## src/rtl/digital_tube_scan.sv

```systemverilog
`default_nettype none
// ============================================================================
//  Module   : digital_tube_scan
//  Purpose  : Time-multiplexed 8-digit seven-segment driver. CPU writes land
//             in a shadow register and are swapped onto the display only at a
//             frame boundary, so a frame never shows a mix of old and new
//             digits. One hex digit is scanned per refresh slot.
//  Ports    : clk       - cpu clock
//             rst       - asynchronous reset, active-low
//             wr_en     - one-cycle write strobe
//             wr_data   - 32-bit value, nibble i drives digit i (0 = right)
//             blank_lz  - 1: suppress leading zeros
//             disp_en   - 0: all anodes inactive, scanning continues
//             seg_out   - {dp,g,f,e,d,c,b,a}
//             an_out    - digit select, one-hot when lit
//             upd_ack   - 1-cycle pulse when a pending value becomes visible
//  Revision : 1.0 - initial release
// ============================================================================
module digital_tube_scan #(
   parameter int REFRESH_DIV  = 100_000,
   parameter bit SEG_ACT_HIGH = 1'b1
) (
   input  logic        clk,
   input  logic        rst,
   input  logic        wr_en,
   input  logic [31:0] wr_data,
   input  logic        blank_lz,
   input  logic        disp_en,
   output logic [7:0]  seg_out,
   output logic [7:0]  an_out,
   output logic        upd_ack
);

   localparam int       C_DIV_W   = (REFRESH_DIV > 2) ? $clog2(REFRESH_DIV) : 1;
   localparam bit [7:0] C_OUT_OFF = SEG_ACT_HIGH ? 8'h00 : 8'hFF;
   localparam bit [C_DIV_W-1:0] C_DIV_LAST = C_DIV_W'(REFRESH_DIV - 1);

   logic [C_DIV_W-1:0] div_cnt_q, div_cnt_d;
   logic [2:0]         idx_q, idx_d;
   logic [31:0]        pend_q, pend_d;
   logic               pend_valid_q, pend_valid_d;
   logic [31:0]        disp_reg_q, disp_reg_d;
   logic               upd_ack_q, upd_ack_d;
   logic [7:0]         an_q, an_d;
   logic [7:0]         seg_q, seg_d;

   logic               tick;
   logic               frame_end;
   logic               swap;
   logic [31:0]        shifted;
   logic               blank;
   logic [7:0]         an_raw;
   logic [7:0]         seg_raw;

   // Hex font, gfedcba
   function automatic logic [6:0] hex_font(input logic [3:0] nib);
      logic [6:0] f;
      case (nib)
         4'h0: f = 7'h3F;
         4'h1: f = 7'h06;
         4'h2: f = 7'h5B;
         4'h3: f = 7'h4F;
         4'h4: f = 7'h66;
         4'h5: f = 7'h6D;
         4'h6: f = 7'h7D;
         4'h7: f = 7'h07;
         4'h8: f = 7'h7F;
         4'h9: f = 7'h6F;
         4'hA: f = 7'h77;
         4'hB: f = 7'h7C;
         4'hC: f = 7'h39;
         4'hD: f = 7'h5E;
         4'hE: f = 7'h79;
         default: f = 7'h71;
      endcase
      return f;
   endfunction

   always_comb begin
      tick      = (div_cnt_q == C_DIV_LAST);
      frame_end = tick && (idx_q == 3'd7);
      swap      = frame_end && pend_valid_q;

      div_cnt_d = tick ? '0 : div_cnt_q + 1'b1;
      idx_d     = tick ? idx_q + 3'd1 : idx_q;

      // Swap consumes the old shadow value; a same-cycle write refills the
      // shadow and keeps it pending for the following frame.
      disp_reg_d   = swap ? pend_q : disp_reg_q;
      pend_d       = wr_en ? wr_data : pend_q;
      pend_valid_d = wr_en ? 1'b1 : (swap ? 1'b0 : pend_valid_q);
      upd_ack_d    = swap;

      // Digit idx is a leading zero when it and every digit above it are 0.
      shifted = disp_reg_q >> {idx_q, 2'b00};
      blank   = blank_lz && (idx_q != 3'd0) && (shifted == 32'd0);

      an_raw  = (!disp_en || blank) ? 8'h00 : (8'h01 << idx_q);
      seg_raw = blank ? 8'h00 : {1'b0, hex_font(shifted[3:0])};

      an_d  = SEG_ACT_HIGH ? an_raw  : ~an_raw;
      seg_d = SEG_ACT_HIGH ? seg_raw : ~seg_raw;
   end

   always_ff @(posedge clk or negedge rst) begin
      if (!rst) begin
         div_cnt_q    <= '0;
         idx_q        <= 3'd0;
         pend_q       <= 32'd0;
         pend_valid_q <= 1'b0;
         disp_reg_q   <= 32'd0;
         upd_ack_q    <= 1'b0;
         an_q         <= C_OUT_OFF;
         seg_q        <= C_OUT_OFF;
      end else begin
         div_cnt_q    <= div_cnt_d;
         idx_q        <= idx_d;
         pend_q       <= pend_d;
         pend_valid_q <= pend_valid_d;
         disp_reg_q   <= disp_reg_d;
         upd_ack_q    <= upd_ack_d;
         an_q         <= an_d;
         seg_q        <= seg_d;
      end
   end

   assign seg_out = seg_q;
   assign an_out  = an_q;
   assign upd_ack = upd_ack_q;

endmodule
`default_nettype wire
```

## config.mk

```make
export PLATFORM = sky130hd
export DESIGN_NAME = digital_tube_scan
export DESIGN_NICKNAME = d
export VERILOG_FILES = /design/src/rtl/digital_tube_scan.sv
export SDC_FILE = /design/constraint.sdc
export NUM_CORES = 1
export LEC_CHECK = 0
export CORE_ASPECT_RATIO = 0.8
export CORE_MARGIN = 2
export CORE_UTILIZATION = 50
export DETAILED_ROUTE_END_ITERATION = 8
export HOLD_SLACK_MARGIN = 0.05
export PLACE_DENSITY_LB_ADDON = 0.1
export SLEW_MARGIN = 15
export SYNTH_ARGS = -nofsm -noshare
export SYNTH_HDL_FRONTEND = slang
export SYNTH_SLANG_ARGS = --single-unit
```

## constraint.sdc

```tcl
create_clock -name clk -period 3.2 [get_ports clk]
set_clock_uncertainty 0.15 [all_clocks]
set_input_delay 0.64 -clock clk [delete_from_list [all_inputs] [get_ports clk]]
set_output_delay 0.64 -clock clk [all_outputs]
set_load 0.05 [all_outputs]
```

==> run summary <==
Sequential Power Share -> 54.1%
Final setup fails -> 0
FF-to-FF End -> an_out[1]$_DFF_PN0_
Fmax -> 328 MHz
Mapped Nets -> 463
Area of the multi-input gates -> 1940 µm²
TritonCTS Buffers -> 9
Initial Util -> 51.1%
Finished Cell Area -> 5560 µm²
Core area -> 8960 µm²
Mean post-synth cell area -> 11.0 µm²
Relative slew slack -> 58.7%
CTS clk-pin slew, worst paths -> 0.07 ns
DR vias/cell -> 5.29
Buffers on Ports -> 52
Final ANT Viol Nets -> 0
First-pass GRT wire length -> 14800 µm
DR vias -> 3137
CTS HTree Levels -> 3
Placed Instance Area -> 5280 µm²
CTS tree -> built
Tot GR Track Use -> 19.4%
Boundary Pins -> 54
Commonest cells after routing, fill and taps aside -> nand2_1 (116), dfrtp_1 (100), clkdlybuf4s50_1 (51)
Die width -> 111 µm
Power per cell area -> 445 nW/µm²
Largest net degree at the start of global routing -> 65
CTS Buffer Depth -> 2
Clk sinks -> 101
Worst hold path class -> in -> async
Status -> completed
Maximum VDD drop -> 0.000488 V
Mapped cell area -> 4570 µm²
FF+latch count, synth -> 101
GPL Wtd Cong -> 0.874
Global route overflow -> 0
DR WL/cell -> 15.0 µm
Internal Power -> 1.94 mW
RSZ-0062 raised after global routing -> false
Cells after Synth -> 414
Worst reg2reg startpoint -> idx_q[0]$_DFFE_PN0N_
Ant. Diodes -> 0
Crit path time final -> 3.05 ns
Layout fillers -> 762
Post-synth cell types -> 46
Pleak -> 2.56 nW
FF/Latch Area -> 2530 µm²
Post-synth ARST share -> 100%
DRC Markers -> 0
Total Wirelength -> 8880 µm
Crit Path Max Fanout -> 5
Die ar. -> 9930 µm²
Register area share after synthesis -> 55.3%
Commonest non-fill, non-tap cell in the layout -> nand2_1
Worst Setup End Kind -> flop
Net Sw Frac -> 21.4%
Yosys warns -> 0
Final Cycle Share -> 95.2%
Total setup buffers inserted after CTS -> 0
Final Max Tran Viols -> 0
Area growth, synth to finish -> 21.6%
Switching pwr -> 531 µW
Post-Route Setup TNS -> 0 ns
DRT iter0 DRCs -> 263
Post-DP HPWL -> 6320 µm
Die H -> 89.6 µm
Ys flop type -> dfrtp_1
Layout cells sized above 1 -> 16.7%
Worst-Margin Slew -> 0.614 ns
Combinational power share -> 5.3%
Final Hold Violating Endpoints -> 0
Maxcap violations -> 0
Worst Path Required -> 3.28 ns
# rows -> 31
Insertion delay to the later sink of the worst-skew pair -> 0.34 ns
Yosys top cell by area -> dfrtp_1
Startpoint types -> flop
Post-synth EDFFs -> 0
Final #Nets -> 523
Top-area cell type share of the netlist area -> 55.3%
Synth top area cells -> dfrtp_1 (55%), nand2_1 (9.5%), mux2_2 (8.1%)
R2R Setup Slk -> 0.15 ns
R2R depth -> 8
CP Class -> reg -> reg
Critical Path AT -> 3.13 ns
Vias in the first global route -> 3007
Initial antenna violation count -> 0
DRT Pass-1 Iters -> 4
Power share of the clock group -> 40.6%
Clk root buf -> clkbuf_16
what timing repair did:
action	CTS	global route
hold buffers	0	0
gates resized for setup	0	4
endpoints found under the setup margin	0	3
cell type report:
| cell class | count | share of cell area (%) |
|---|---|---|
| Clock buffer | 11 | 4.36 |
| Clock inverter | 4 | 0.585 |
| Inverter | 9 | 0.607 |
| Multi-Input combinational cell | 287 | 34.9 |
| Sequential cell | 101 | 45.5 |
| Tap cell | 115 | 2.59 |
| Timing Repair Buffer | 66 | 11.5 |
worst max path at each step:
stage	startpoint	endpoint	slack, ns	cells past startpoint
3_3_place_gp	idx_q[0]$_DFFE_PN0N_	an_out[1]$_DFF_PN0_	0.15	8
2_1_floorplan	idx_q[0]$_DFFE_PN0N_	an_out[1]$_DFF_PN0_	0.02	10
5_1_grt	idx_q[0]$_DFFE_PN0N_	an_out[2]$_DFF_PN0_	0.03	8
3_5_place_dp	idx_q[0]$_DFFE_PN0N_	an_out[1]$_DFF_PN0_	0.04	8
4_1_cts	idx_q[0]$_DFFE_PN0N_	an_out[1]$_DFF_PN0_	0.02	8
6_report	idx_q[0]$_DFFE_PN0N_	an_out[1]$_DFF_PN0_	0.15	8
routing by layer:
layer	wire (µm)	GRT usage [%]	vias up
met5	0	0	-
met4	159	10.7	0
met3	443	5.42	13
met2	3800	27.8	88
met1	4480	27.0	1506
li1	-	-	1530
metrics by stage:
| stage | hold WS (ns) | util, % | power [mW] | std cells | setup WS, ns |
|---|---|---|---|---|---|
| finish | 0.111 | 62.1 | 2.48 | 593 | 0.153 |
| global route | 0.152 | 62.1 | 2.58 | 593 | 0.0348 |
| CTS | 0.127 | 62.0 | 2.51 | 593 | 0.0227 |
| detailed placement | 0.310 | 58.9 | 1.50 | 578 | 0.0400 |
| global placement | 0.305 | 58.9 | 1.49 | 578 | 0.148 |
| floorplan | 0.194 | - | 1.41 | 414 | 0.0204 |
power groups by stage:
stage	combinational, mW	sequential [mW]	clock [mW]
floorplan	0.0539	1.36	0
global placement	0.130	1.36	0
detailed placement	0.134	1.36	0
CTS	0.135	1.34	1.04
global route	0.145	1.34	1.10
finish	0.131	1.34	1.01
cell usage after synthesis, types with 2 or more instances:
master	n
mux2i_4	2
a211oi_1	3
nor4_1	6
nand3_1	7
mux2i_1	4
a2111oi_0	2
a311oi_1	2
clkbuf_1	15
nor2b_1	3
a21oi_1	4
xnor2_1	10
nor2_1	23
nand4_1	3
and2_1	5
and3_1	6
nor3_1	7
dfrtp_1	101
inv_1	7
or4_1	2
a221oi_1	3
ha_1	12
nand2_1	116
xor2_1	5
mux2_2	33
mux4_2	7
o21ai_0	6
state kept, by name, indices dropped and copies added, names as in the netlist:
signal	cells
upd_ack	1
seg_out	7
an_out	8
idx_q	3
pend_valid_q	1
div_cnt_q	17
disp_reg_q	32
pend_q	32
worst max-delay path, stage by stage, from the launching register on:
cell and delay (ns):
dfrtp_2 0.42, mux4_2 0.52, mux2_4 0.31, inv_2 0.09, ha_2 0.21, o2111ai_1 0.11
or4_4 0.54, or3b_1 0.40, and3_1 0.18
logic make-up (layout without fill, tap and decap cells):
logic type / after synthesis / in the layout / synth area share [%]
and+or+nand+nor: 186 / 186 / 18.0
AOI/OAI and AO/OA: 26 / 26 / 4.13
adders and majority gates: 12 / 12 / 3.28
DFF: 101 / 101 / 55.3
buffers and inverters: 26 / 90 / 2.38
xor gates and xnor gates: 15 / 15 / 2.87
muxes: 47 / 47 / 14.0
other: 1 / 1 / 0.0820
Power figures use the tool's default switching activity.
